--- config.mk ---
export PLATFORM = sky130hd
export DESIGN_NAME = sr_cmd_debounce
export DESIGN_NICKNAME = d
export VERILOG_FILES = /design/src/rtl/sr_cmd_debounce_pkg.sv /design/src/rtl/sr_debounce_ch.sv /design/src/rtl/sr_cmd_debounce.sv
export SDC_FILE = /design/constraint.sdc
export NUM_CORES = 1
export LEC_CHECK = 0
export BUFFER_PORTS_ARGS = -buffer_cell sky130_fd_sc_hd__buf_2
export CORE_MARGIN = 2
export CORE_UTILIZATION = 40
export DETAILED_ROUTE_END_ITERATION = 12
export HOLD_SLACK_MARGIN = 0.08
export PLACE_DENSITY = 0.61
export SYNTH_ARGS = -nofsm -noshare
export SYNTH_HDL_FRONTEND = slang
export SYNTH_SLANG_ARGS = --single-unit
--- constraint.sdc ---
create_clock -name clk -period 3.86 [get_ports clk]
set_input_delay 0.193 -clock clk [delete_from_list [all_inputs] [get_ports clk]]
set_output_delay 0.193 -clock clk [all_outputs]
set_load 0.02 [all_outputs]
--- src/rtl/sr_cmd_debounce_pkg.sv ---
// Shared definitions for the SR command debouncer: arbitration FSM encoding
// and the saturating conflict counter.
package sr_cmd_debounce_pkg;

    typedef enum logic [1:0] {
        ST_IDLE  = 2'd0,
        ST_PULSE = 2'd1,
        ST_GAP   = 2'd2
    } state_e;

    localparam int              CNT_W   = 8;
    localparam logic [CNT_W-1:0] CNT_MAX = 8'hFF;

    function automatic logic [CNT_W-1:0] sat_inc(input logic [CNT_W-1:0] v);
        return (v == CNT_MAX) ? v : v + 8'd1;
    endfunction

endpackage

--- src/rtl/sr_debounce_ch.sv ---
// One request channel: two-flop synchroniser, debounce counter and a sticky
// pending bit raised on each debounced rising edge.
module sr_debounce_ch #(
    parameter int DB_CYCLES = 4
) (
    input  logic clk,
    input  logic rst,
    input  logic i_raw,
    input  logic i_clr_pend,
    output logic o_pending
);

    localparam int             CW       = $clog2(DB_CYCLES + 1);
    localparam logic [CW-1:0]  CNT_LAST = CW'(DB_CYCLES);

    logic          r_sync1;
    logic          r_sync2;
    logic          r_level;
    logic [CW-1:0] r_cnt;
    logic          r_pend;
    logic          w_flip;
    logic          w_rise;

    // The level flips once the counter has seen DB_CYCLES differing samples
    // and the input still disagrees on the next one.
    assign w_flip = (r_sync2 != r_level) && (r_cnt == CNT_LAST);
    assign w_rise = w_flip && r_sync2;

    // Synchroniser, debounce counter, debounced level and pending request.
    always_ff @(posedge clk or negedge rst) begin
        if (!rst) begin
            r_sync1 <= 1'b0;
            r_sync2 <= 1'b0;
            r_level <= 1'b0;
            r_cnt   <= '0;
            r_pend  <= 1'b0;
        end else begin
            r_sync1 <= i_raw;
            r_sync2 <= r_sync1;
            if (w_flip) begin
                r_level <= r_sync2;
                r_cnt   <= '0;
            end else if (r_sync2 != r_level) begin
                r_cnt   <= r_cnt + CW'(1);
            end else begin
                r_cnt   <= '0;
            end
            // A fresh rising edge outranks a clear issued in the same cycle.
            if (w_rise) begin
                r_pend <= 1'b1;
            end else if (i_clr_pend) begin
                r_pend <= 1'b0;
            end else begin
                r_pend <= r_pend;
            end
        end
    end

    assign o_pending = r_pend;

endmodule

--- src/rtl/sr_cmd_debounce.sv ---
// Drives the s/r inputs of an SR flip-flop from two bouncy buttons: mutually
// exclusive one-cycle pulses with forced idle spacing, state mirror and conflict count.
module sr_cmd_debounce
    import sr_cmd_debounce_pkg::*;
#(
    parameter int DB_CYCLES  = 4,
    parameter int GAP_CYCLES = 2,
    parameter int SET_WINS   = 0
) (
    input  logic             clk,
    input  logic             rst,
    input  logic             set_in,
    input  logic             clr_in,
    output logic             s,
    output logic             r,
    output logic             q_mirror,
    output logic             busy,
    output logic [CNT_W-1:0] conflict_cnt
);

    localparam int            GW       = (GAP_CYCLES > 1) ? $clog2(GAP_CYCLES) : 1;
    localparam logic [GW-1:0] GAP_LAST = GW'((GAP_CYCLES > 0) ? GAP_CYCLES - 1 : 0);

    state_e           r_state, w_state_nxt;
    logic             r_s, r_r, w_s_nxt, w_r_nxt;
    logic             r_q, r_busy;
    logic [CNT_W-1:0] r_cnt, w_cnt_nxt;
    logic [GW-1:0]    r_gap_cnt, w_gap_nxt;
    logic             w_set_pend, w_clr_pend;
    logic             w_take_set, w_take_clr;
    logic             w_serve;

    sr_debounce_ch #(.DB_CYCLES(DB_CYCLES)) u_set_ch (
        .clk        (clk),
        .rst        (rst),
        .i_raw      (set_in),
        .i_clr_pend (w_take_set),
        .o_pending  (w_set_pend)
    );

    sr_debounce_ch #(.DB_CYCLES(DB_CYCLES)) u_clr_ch (
        .clk        (clk),
        .rst        (rst),
        .i_raw      (clr_in),
        .i_clr_pend (w_take_clr),
        .o_pending  (w_clr_pend)
    );

    // Next-state logic; the last GAP cycle arbitrates exactly like IDLE so that
    // pulses are spaced by precisely GAP_CYCLES idle cycles.
    always_comb begin
        w_state_nxt = r_state;
        w_s_nxt     = 1'b0;
        w_r_nxt     = 1'b0;
        w_take_set  = 1'b0;
        w_take_clr  = 1'b0;
        w_cnt_nxt   = r_cnt;
        w_gap_nxt   = r_gap_cnt;
        w_serve     = 1'b0;
        case (r_state)
            ST_IDLE: w_serve = 1'b1;
            ST_PULSE: begin
                if (GAP_CYCLES > 0) begin
                    w_state_nxt = ST_GAP;
                    w_gap_nxt   = '0;
                end else begin
                    w_serve     = 1'b1;
                end
            end
            ST_GAP: begin
                if (r_gap_cnt == GAP_LAST) begin
                    w_serve   = 1'b1;
                end else begin
                    w_gap_nxt = r_gap_cnt + GW'(1);
                end
            end
            default: w_state_nxt = ST_IDLE;
        endcase
        if (w_serve) begin
            w_state_nxt = ST_PULSE;
            if (w_set_pend && w_clr_pend) begin
                w_take_set = 1'b1;
                w_take_clr = 1'b1;
                w_cnt_nxt  = sat_inc(r_cnt);
                if (SET_WINS != 0) begin
                    w_s_nxt = 1'b1;
                end else begin
                    w_r_nxt = 1'b1;
                end
            end else if (w_set_pend) begin
                w_take_set = 1'b1;
                w_s_nxt    = 1'b1;
            end else if (w_clr_pend) begin
                w_take_clr = 1'b1;
                w_r_nxt    = 1'b1;
            end else begin
                w_state_nxt = ST_IDLE;
            end
        end else begin
            w_take_set = 1'b0;
        end
    end

    // State, registered outputs, mirror and conflict counter.
    always_ff @(posedge clk or negedge rst) begin
        if (!rst) begin
            r_state   <= ST_IDLE;
            r_s       <= 1'b0;
            r_r       <= 1'b0;
            r_q       <= 1'b0;
            r_busy    <= 1'b0;
            r_cnt     <= '0;
            r_gap_cnt <= '0;
        end else begin
            r_state   <= w_state_nxt;
            r_s       <= w_s_nxt;
            r_r       <= w_r_nxt;
            r_busy    <= (w_state_nxt != ST_IDLE);
            r_cnt     <= w_cnt_nxt;
            r_gap_cnt <= w_gap_nxt;
            if (r_state == ST_PULSE && r_s) begin
                r_q <= 1'b1;
            end else if (r_state == ST_PULSE && r_r) begin
                r_q <= 1'b0;
            end else begin
                r_q <= r_q;
            end
        end
    end

    assign s            = r_s;
    assign r            = r_r;
    assign q_mirror     = r_q;
    assign busy         = r_busy;
    assign conflict_cnt = r_cnt;

endmodule
Word level (Yosys, flattened, before mapping). Cells that the tools add are included.

Mux-type cells: 28. Add/subtract/negate cells: 4. Bitwise gates (word level): 1. Equal/unequal tests: 7. Reduce and logical (&&, ||, !) cells: 15.

Operators by type and width (number): $mux 1 (20); $mux 3 (4); $reduce_bool 2->1 (5); $add 8x1->8 const B (1); $eq 8x8->1 const B (1); $logic_and 1x1->1 (7); $add 3x1->3 const B (2); $eq 3x3->1 const B (2); $pmux 1 s2 (2); $pmux 2 s2 (1); $reduce_and 3->1 (1); $eq 2x1->1 const B (1); $eq 2x2->1 const B (1); $logic_not 2->1 (1); $mux 2 (1); $ne 1x1->1 (2); $reduce_or 2->1 (1); $add 1x1->1 const B (1); $not 1->1 (1).

Register bits: 29. Output and inout port bits: 12. Input bits: 4.

Longest topological paths before layout. Gate-level depths: netlist of run 1.

Word-level depth: 6. Depth in mapped cells: 6. Depth with buffers taken out: 6.

By module. Synthesis of run 1 repeated with hierarchy kept, for this count alone.

Cells, all modules: 111. Area total of the unflattened synthesis: 1293.7 um2.

Modules (own cells, without submodules): sr_cmd_debounce (cells each 67, area an instance 725.7 um2, times used 1); sr_debounce_ch (cells each 22, area an instance 284.0 um2, times used 2).

Worst setup path after synthesis of run 1. No wires, ideal clock.

Kind: register to register. Start: register r_state[0]. End: register r_cnt[1], in the netlist conflict_cnt[1]. Path buffers: 0. Clock period less this slack: 1.684 ns. Arrival: 1.559 ns. Cell stages (with the launch flop): 7. Path slack: 2.176 ns. Cells stage by stage: dfrtp_1 inv_1 ha_1 a21oi_2 nand3b_4 a21o_1 mux2_2.

Cells in the longest elaborated chain, start to end: 3.

Ends and longest elaborated chain: start: declaration (line sr_cmd_debounce.sv:24) `state_e r_state, w_state_nxt;`; start signal: assignment (line sr_cmd_debounce.sv:115) `r_state <= w_state_nxt;`; $eq 2x2->1 / $logic_not 2->1 (equally long branches) (line sr_cmd_debounce.sv:60) `case (r_state)`; $pmux 1 s2 * (line sr_cmd_debounce.sv:60); $reduce_and 3->1 (no line) *; end signal: assignment (line sr_cmd_debounce.sv:119) `r_cnt <= w_cnt_nxt;`; end: declaration (line sr_cmd_debounce.sv:27) `logic [CNT_W-1:0] r_cnt, w_cnt_nxt;`.

Mark *: on every way between the ends. The rest lies on a longest branch, timed or not. A chain may end at the register's enable or synchronous reset.

Final worst setup path of run 1. Same ends and word-level chain as after synthesis.

==> results.sh, run 1 <==
export IMPL_power_density_mw_per_mm2=513
export IMPL_finClkSkew_ns=0.00769
export IMPL_grt_max_degree=30
export IMPL_synth_edff_count=0
export IMPL_ant_nets=0
export IMPL_ys_async_sr_fraction_pct=100
export IMPL_regToRegSetupSlack_ns=2.05
export IMPL_synth_top_cell_area_share_pct=57.8
export IMPL_slew_headroom_pct=58.3
export IMPL_setup_slack_ns=2.05
export IMPL_dr_pass1_iters=4
export IMPL_port_buffers=15
export IMPL_overflow=0
export IMPL_worst_pin_slew_ns=0.626
export IMPL_hpwl_um=1440
export IMPL_grt_first_pass_wirelength_um=3490
export IMPL_synthesis_nets=117
export IMPL_nets=142
export IMPL_hold_class="reg2reg"
export IMPL_required_ns=4.07
export IMPL_worst_r2r_cell_count=6
export IMPL_whs_ns=0.350
export IMPL_critPathMaxFanout=9
export IMPL_gp_congestion=0.752
export IMPL_ys_ff_latch=29
export IMPL_yosys_top_cells_area="dfrtp_1, ha_1, mux2_2"
export IMPL_r2r_start="r_state[0]$_DFF_PN0_"
export IMPL_multiInputGateArea_um2=495
export IMPL_post_route_min_period_ns=1.81
export IMPL_clk_pin_slew_ns=0.10
export IMPL_antenna_found_initial=0
export IMPL_antenna_cells=0
export IMPL_synth_commonest_cells="dfrtp_1, inv_1, nand2_1, ha_1, nor2_1"
export IMPL_coreArea_mm2=0.00303
export IMPL_period_share_pct=47.0
export IMPL_clock_sinks=29
export IMPL_cts_root_buf="clkbuf_4"
export IMPL_place_area_mm2=0.00139
export IMPL_ys_seq_area_share_pct=57.8
export IMPL_critPathCapture="conflict_cnt[1]$_DFFE_PN0P_"
export IMPL_cts_tree="done"
export IMPL_r2r_end="conflict_cnt[1]$_DFFE_PN0P_"
export IMPL_synthFlopType="dfrtp_1"
export IMPL_insertion_delay_ns=0.32
export IMPL_use_met1_pct=15.9
export IMPL_worstSetupStartpointType="flop"
export IMPL_wl_per_cell_um=11.1
export IMPL_num_rows=20
export IMPL_drt_wl_total_um=1950
export IMPL_utilization_pct=48.6
export IMPL_power_leakage_uw=0.000769
export IMPL_clock_path_buffers=2
export IMPL_grt_pass1_vias=828
export IMPL_num_vias=843
export IMPL_grt_use_total_pct=13.5
export IMPL_pre_cts_ws_ns=2.04
export IMPL_maxCapViolCount=0
export IMPL_grtUsageMet2_pct=20.8
export IMPL_fillers=289
export IMPL_rsz0062_at_grt="no"
export IMPL_die_y_um=60.0
export IMPL_critPathKind="reg2reg"
export IMPL_dieArea_mm2=0.00360
export IMPL_cts_resized=0
export IMPL_status="completed"
export IMPL_max_freq_mhz=551
export IMPL_ir_drop_v=0.000217
export IMPL_setup_violations_final=0
export IMPL_cts_buffers_inserted=5
export IMPL_vias_per_cell=4.82
export IMPL_synth_most_common_cell="dfrtp_1"
export IMPL_crit_start="r_state[0]$_DFF_PN0_"
export IMPL_slew_viol_final=0
export IMPL_syn_to_final_growth_pct=17.1
export IMPL_cts_max_level=2
export IMPL_start_util_pct=41.4
export IMPL_register_area_um2=726
export IMPL_pin_count=16
export IMPL_netlist_area_mm2=0.00125
export IMPL_yosysUniqueCellTypes=27
export IMPL_cp_arrival_ns=2.03
export IMPL_worst_setup_path_end_kind="flop"
export IMPL_fp_dieW_um=60.0
export IMPL_top_usage_layer="met2"
export IMPL_finalInstanceArea_mm2=0.00147
export IMPL_yosys_area_top_type="dfrtp_1"
export IMPL_syn_area_per_cell_um2=12.0
export IMPL_met3_usage_pct=6.49
export IMPL_yosysWarnings=0
export IMPL_hold_path_startpoint="u_clr_ch.r_sync1$_DFF_PN0_"
export IMPL_timing_hold_violations_final=0
export IMPL_drt_iter0_markers=27
export IMPL_synth_cells=105
export IMPL_drc=0
export IMPL_drive_gt1_share_pct=22.1
export IMPL_setup_tns_ns=0
how the worst min path moves through the flow:
stage                                      end  slack [ns]  cells after the start
floorplan                       busy$_DFF_PN0_       -0.10                      0
global placement                busy$_DFF_PN0_        0.25                      1
detailed placement              busy$_DFF_PN0_        0.25                      1
CTS                 u_clr_ch.r_sync2$_DFF_PN0_        0.36                      0
global route        u_clr_ch.r_sync2$_DFF_PN0_        0.37                      0
finish              u_clr_ch.r_sync2$_DFF_PN0_        0.35                      0
worst max-delay path: stages (launching register included):
cell and delay (ns):
dfrtp_1 0.38, inv_1 0.07, ha_1 0.23, a21oi_2 0.32
nand3b_4 0.25, a21o_1 0.13, mux2_2 0.33
sequential cells by signal, indices dropped and copies added, names as in the netlist, 2 cells and up:
name and flops:
u_clr_ch.r_cnt 3, u_set_ch.r_cnt 3, conflict_cnt 8, r_state 2
through the flow:
stage / instances / power, uW
CTS: 175 / 768
global route: 175 / 816
detailed placement: 164 / 589
global placement: 164 / 576
finish: 175 / 754
floorplan: 105 / 536
cell usage in the layout (no fill, tap or decap), types with 2 or more instances in the layout:
| cell | synthesis | routed |
|---|---|---|
| buf_2 | 0 | 15 |
| dfrtp_1 | 29 | 29 |
| clkinv_2 | 0 | 2 |
| ha_1 | 8 | 8 |
| xnor2_1 | 3 | 3 |
| and3b_1 | 2 | 2 |
| nand4_1 | 3 | 3 |
| a21oi_1 | 2 | 2 |
| dlygate4sd3_1 | 0 | 3 |
| a211oi_1 | 2 | 2 |
| o21ai_0 | 2 | 2 |
| nor4_1 | 2 | 2 |
| nor2_1 | 5 | 5 |
| nand3_1 | 2 | 2 |
| nand2_1 | 9 | 9 |
| nor3b_1 | 2 | 2 |
| inv_1 | 9 | 9 |
| o31ai_1 | 2 | 2 |
| mux2_2 | 4 | 4 |
| clkbuf_4 | 0 | 5 |
| nand2b_1 | 2 | 2 |
| nor3_1 | 4 | 4 |
| a31oi_1 | 2 | 2 |
| xor2_1 | 4 | 4 |
repair_timing:
item | 4_1_cts | 5_1_grt
setup buffers | 0 | 0
endpoints found under the hold margin | 31 | 0
hold buffers | 3 | 0
layout make-up:
cell class | instances | area share (%)
Multi-Input combinational cell | 67 | 33.7
Clock buffer | 5 | 2.55
Inverter | 9 | 2.30
Timing Repair Buffer | 18 | 7.15
Tap cell | 44 | 3.74
Clock inverter | 3 | 1.19
Sequential cell | 29 | 49.4
per-layer routing:
layer,vias to the layer above,routed length [um]
met3,6,93
met5,-,0
met4,0,42
met1,410,848
li1,412,-
met2,15,959
cells by family after synthesis:
| group | Yosys count | synth area share, % |
|---|---|---|
| multiplexers | 5 | 4.39 |
| AND/OR/NAND/NOR | 34 | 15.3 |
| adder cells (fa/ha/maj) | 8 | 7.98 |
| AO/OA/AOI/OAI | 13 | 6.98 |
| buffers and inverters | 9 | 2.69 |
| flip-flops | 29 | 57.8 |
| XOR/XNOR | 7 | 4.89 |
where the power goes:
part / internal (uW) / switching (uW)
logic: 89.8 / 99.4
registers: 357 / 35.7
clock network: 68.5 / 104
total: 515 / 239
Note: power is estimated with default switching activity, not from simulation.
==> run 2: changes to the inputs <==
PLACE_DENSITY = 0.63   (was 0.61)
clock period = 1.55 ns   (was 3.86 ns; I/O delays follow)
==> run 2 against run 1 <==
Compared with the run above:
- fmax is 19% higher
- flip-flop and latch count stayed put
- register-to-register slack worse by 2.0 ns
- first-iteration DRC count shrank 33%
- final cell count is 3.4% higher
- sequential share of layout area down 4.1 points
- setup slack got worse by 2.0 ns
- routed wire length grew 8.3%
- worst hold slack got worse by 0.071 ns
- combinational power grew to 3.0 times the previous value
- final area increased by 9.4%
- core utilization rose by 4.5 points
==> results.sh, run 2 (synthesized netlist as in run 1, its figures left out) <==
export IMPL_dr_pass1_iters=4
export IMPL_die_y_um=60.0
export IMPL_place_inst=167
export IMPL_setup_violations_final=0
export IMPL_largest_reg_flops=8
export IMPL_critPathKind="reg2reg"
export IMPL_power_leakage_uw=0.000813
export IMPL_crit_start="r_state[0]$_DFF_PN0_"
export IMPL_cts_max_level=2
export IMPL_max_freq_mhz=657
export IMPL_grt_max_degree=30
export IMPL_stdcell_count=181
export IMPL_slew_headroom_pct=58.4
export IMPL_maxCapViolCount=0
export IMPL_nets=148
export IMPL_finClkSkew_ns=0.00785
export IMPL_ir_drop_v=0.000715
export IMPL_drt_wl_total_um=2110
export IMPL_power_density_mw_per_mm2=1380
export IMPL_fp_dieW_um=60.0
export IMPL_post_route_min_period_ns=1.52
export IMPL_worstSetupStartpointType="flop"
export IMPL_dieArea_mm2=0.00360
export IMPL_final_cell_mix="dfrtp_1, buf_2, nand2_1, inv_1"
export IMPL_vias_per_cell=4.67
export IMPL_rsz0062_at_grt="yes"
export IMPL_antenna_cells=0
export IMPL_drive_gt1_share_pct=32.1
export IMPL_slew_viol_final=0
export IMPL_timing_hold_violations_final=0
export IMPL_setup_tns_ns=0
export IMPL_gp_congestion=0.785
export IMPL_cts_buffers_inserted=5
export IMPL_r2r_start="r_state[0]$_DFF_PN0_"
export IMPL_worst_pin_slew_ns=0.623
export IMPL_utilization_pct=53.1
export IMPL_status="completed"
export IMPL_overflow=0
export IMPL_clock_path_buffers=2
export IMPL_start_util_pct=41.4
export IMPL_pin_count=16
export IMPL_syn_to_final_growth_pct=28.1
export IMPL_clock_sinks=29
export IMPL_grt_pass1_vias=842
export IMPL_critPathMaxFanout=8
export IMPL_grt_first_pass_wirelength_um=3610
export IMPL_period_share_pct=98.3
export IMPL_coreArea_mm2=0.00303
export IMPL_final_common_cell="dfrtp_1"
export IMPL_cts_root_buf="clkbuf_4"
export IMPL_whs_ns=0.279
export IMPL_required_ns=1.78
export IMPL_worst_setup_path_end_kind="flop"
export IMPL_ant_nets=0
export IMPL_total_power_uw=2210
export IMPL_hpwl_um=1470
export IMPL_hold_class="in2async"
export IMPL_cp_arrival_ns=1.75
export IMPL_num_vias=846
export IMPL_wl_per_cell_um=11.6
export IMPL_cts_tree="done"
export IMPL_grt_use_total_pct=13.9
export IMPL_num_rows=20
export IMPL_clk_pin_slew_ns=0.10
export IMPL_antenna_found_initial=0
export IMPL_insertion_delay_ns=0.34
export IMPL_port_buffers=15
export IMPL_drc=0
export IMPL_drt_iter0_markers=18
-- run 2: cell types whose count changed in the layout (fill, tap and decap cells not counted), moves of 2 or more --
cell and change:
buf_4 +6, clkinv_2 -2, dfrtp_1 -2, dfrtp_2 +2, ha_1 -2, ha_4 +2, inv_1 -2, inv_2 +2
nor4_1 -2, nor4_2 +2
-- run 2: timing repair --
action / CTS / global route
buffers inserted: 1 / 2
hold buffers: 3 / 0
endpoints found under the hold margin: 31 / 0
resized for setup: 1 / 5
setup endpoints to repair: 2 / 7
-- run 2: metal layers --
layer | track usage (%) | part of all wire (%) | vias up
li1 | - | - | 423
met1 | 16.7 | 47 | 404
met2 | 20.7 | 47 | 12
met3 | 5.19 | 3.7 | 7
met4 | 9.52 | 2.8 | 0
met5 | 0 | 0 | -
-- run 2: final timing paths --
check,endpoint,slack (ns),cells past startpoint
setup / recovery,conflict_cnt[1]$_DFFE_PN0P_,0.03,6
hold / removal,conflict_cnt[7]$_DFFE_PN0P_,0.28,2
setup reg to reg,conflict_cnt[1]$_DFFE_PN0P_,0.03,6
hold reg to reg,u_clr_ch.r_sync2$_DFF_PN0_,0.36,0
max in group asynchronous,conflict_cnt[1]$_DFFE_PN0P_,0.83,2
min in group clk,u_clr_ch.r_sync2$_DFF_PN0_,0.36,0
-- run 2: area by class of cell --
type | count | area (um2)
clock buffers | 6 | 51.3
repair buffers | 24 | 150
multi-input cells | 67 | 552
well taps | 44 | 55.1
inverters | 9 | 33.8
flip-flops and latches | 29 | 728
fillers | 270 | 1420
clock inverters | 2 | 37.5
-- run 2: report_power, final --
part / total [uW] / internal, uW / switching (uW)
clock: 664 / 383 / 281
sequential: 983 / 888 / 95.3
combinational: 566 / 288 / 278
-- run 2: metrics by stage --
stage / instance area, um2 / worst slack [ns]
after floorplan: 1280 / 0.000895
after global placement: 1440 / 0.0428
after detailed placement: 1440 / 0.00673
after CTS: 1570 / -0.00625
after global routing: 1610 / -0.0330
final: 1610 / 0.0268
-- run 2: worst max-delay path, stage by stage, from the launching register on --
cell	delay, ns
dfrtp_1	0.40
inv_2	0.10
ha_4	0.16
a21oi_4	0.05
nand3b_4	0.20
a21o_1	0.21
mux2_4	0.29
==> run 3: changes to the inputs <==
CELL_PAD_IN_SITES_DETAIL_PLACEMENT = 1   (was default)
CELL_PAD_IN_SITES_GLOBAL_PLACEMENT = 2   (was default)
CORE_UTILIZATION = 33   (was 40)
PLACE_DENSITY = 0.74   (was 0.63)
==> run 3 against run 2 <==
Compared with the run above:
- final area increased by 1.5%
- power increased by 1.2%
- final cell count increased by 3.3%
- combinational power increased by 2%
- die area increased by 20%
- routed wire length increased by 19%
- largest power group unchanged
==> results.sh, run 3 (synthesized netlist as in run 1, its figures left out) <==
export IMPL_status="completed"
export IMPL_final_common_cell="dfrtp_1"
export IMPL_setup_slack_ns=0.0342
export IMPL_vias_per_cell=4.72
export IMPL_utilization_pct=44.6
export IMPL_drt_wl_total_um=2500
export IMPL_largest_reg_flops=8
export IMPL_clk_pin_slew_ns=0.06
export IMPL_dieArea_mm2=0.00431
export IMPL_clock_path_buffers=2
export IMPL_start_util_pct=34.3
export IMPL_setup_violations_final=0
export IMPL_timing_hold_violations_final=0
export IMPL_drt_iter0_markers=24
export IMPL_gp_congestion=0.735
export IMPL_insertion_delay_ns=0.28
export IMPL_finClkSkew_ns=0.00525
export IMPL_grt_use_total_pct=13.6
export IMPL_required_ns=1.71
export IMPL_grt_max_degree=30
export IMPL_power_leakage_uw=0.000830
export IMPL_dr_pass1_iters=2
export IMPL_num_vias=882
export IMPL_cts_tree="done"
export IMPL_pre_cts_ws_ns=-0.0123
export IMPL_cp_cell_sequence="inv_2 -> ha_4 -> a21oi_4 -> nand3b_4 -> a21o_1 -> mux2_4"
export IMPL_worst_setup_path_end_kind="flop"
export IMPL_regToRegSetupSlack_ns=0.03
export IMPL_slew_viol_final=0
export IMPL_rsz0062_at_grt="yes"
export IMPL_final_cell_mix="dfrtp_1, buf_2, nand2_1, buf_4"
export IMPL_cts_max_level=2
export IMPL_num_rows=22
export IMPL_total_power_uw=2240
export IMPL_coreArea_mm2=0.00366
export IMPL_clock_sinks=29
export IMPL_antenna_cells=0
export IMPL_cts_root_buf="clkbuf_8"
export IMPL_use_met1_pct=15.2
export IMPL_power_density_mw_per_mm2=1370
export IMPL_grt_first_pass_wirelength_um=4260
export IMPL_grtUsageMet2_pct=22.1
export IMPL_nets=150
export IMPL_critPathKind="reg2reg"
export IMPL_post_route_min_period_ns=1.52
export IMPL_cts_buffers_inserted=5
export IMPL_top_usage_layer="met2"
export IMPL_critPathMaxFanout=7
export IMPL_worst_pin_slew_ns=0.671
export IMPL_hold_class="reg2reg"
export IMPL_die_y_um=65.7
export IMPL_period_share_pct=97.8
export IMPL_antenna_found_initial=0
export IMPL_slew_headroom_pct=55.3
export IMPL_pin_count=16
export IMPL_worstSetupStartpointType="flop"
export IMPL_cp_num_buf_inv=1
export IMPL_cp_arrival_ns=1.68
export IMPL_grt_pass1_vias=945
export IMPL_critPathSlowestCell="dfrtp_1"
export IMPL_max_freq_mhz=660
export IMPL_wl_per_cell_um=13.4
export IMPL_overflow=0
export IMPL_port_buffers=15
export IMPL_syn_to_final_growth_pct=30.0
export IMPL_hpwl_um=1700
export IMPL_fp_dieW_um=65.7
export IMPL_met3_usage_pct=4.11
export IMPL_drc=0
export IMPL_ant_nets=0
export IMPL_critical_path_top_delay_family="flip-flops"
export IMPL_maxCapViolCount=0
export IMPL_cpPeakStageDelay_ns=0.40
export IMPL_ir_drop_v=0.000529
export IMPL_drive_gt1_share_pct=33.1
-- run 3: cell types whose count changed in the layout (fill, tap and decap cells not counted), sizes merged --
cell	delta
buf	+2
bufinv	-1
clkbuf	+1
clkinv	+1
clkinvlp	-1
-- run 3: path summary, 6_finish.rpt --
kind	start	to	depth (start not counted)
max in group asynchronous	rst	conflict_cnt[1]$_DFFE_PN0P_	2
worst min register to register	u_set_ch.r_sync1$_DFF_PN0_	u_set_ch.r_sync2$_DFF_PN0_	0
worst min-delay path	u_set_ch.r_sync1$_DFF_PN0_	u_set_ch.r_sync2$_DFF_PN0_	0
min in group asynchronous	rst	u_clr_ch.r_level$_DFFE_PN0N_	2
worst max-delay path	r_state[0]$_DFF_PN0_	conflict_cnt[1]$_DFFE_PN0P_	6
worst max register to register	r_state[0]$_DFF_PN0_	conflict_cnt[1]$_DFFE_PN0P_	6
-- run 3: metrics by stage --
step	hold WS, ns	TNS, ns	area (um2)	instances
6_report	0.350	0	1630	187
5_1_grt	0.366	-0.0563	1630	187
4_1_cts	0.353	0	1590	184
3_5_place_dp	0.155	-0.0123	1450	172
3_3_place_gp	0.142	0	1450	172
2_1_floorplan	-0.218	0	1280	105
-- run 3: power by group --
group	total, uW	leakage (uW)	switching [uW]	internal [uW]
combinational	575	0.000393	286	288
sequential	989	0.000383	98.9	890
clock	676	0.0000542	276	400
-- run 3: layout make-up --
| type | count | area [um2] |
|---|---|---|
| multi-input cells | 67 | 543 |
| clock inverters | 1 | 5.00 |
| inverters | 9 | 33.8 |
| flip-flops and latches | 29 | 728 |
| well taps | 48 | 60.1 |
| repair buffers | 26 | 165 |
| fillers | 392 | 2030 |
| clock buffers | 7 | 96.3 |
-- run 3: repair_timing --
item                                    in CTS  in global routing
gates resized for setup                      1                  4
hold buffers                                 3                  0
endpoints found under the setup margin       1                  4
hold endpoints to repair                    31                  0
setup buffers                                1                  3
-- run 3: layer usage --
layer	share of wire (%)	wire, um
met2	48	1210
met5	0	0
met4	2.2	55
met1	46	1150
met3	3.3	82
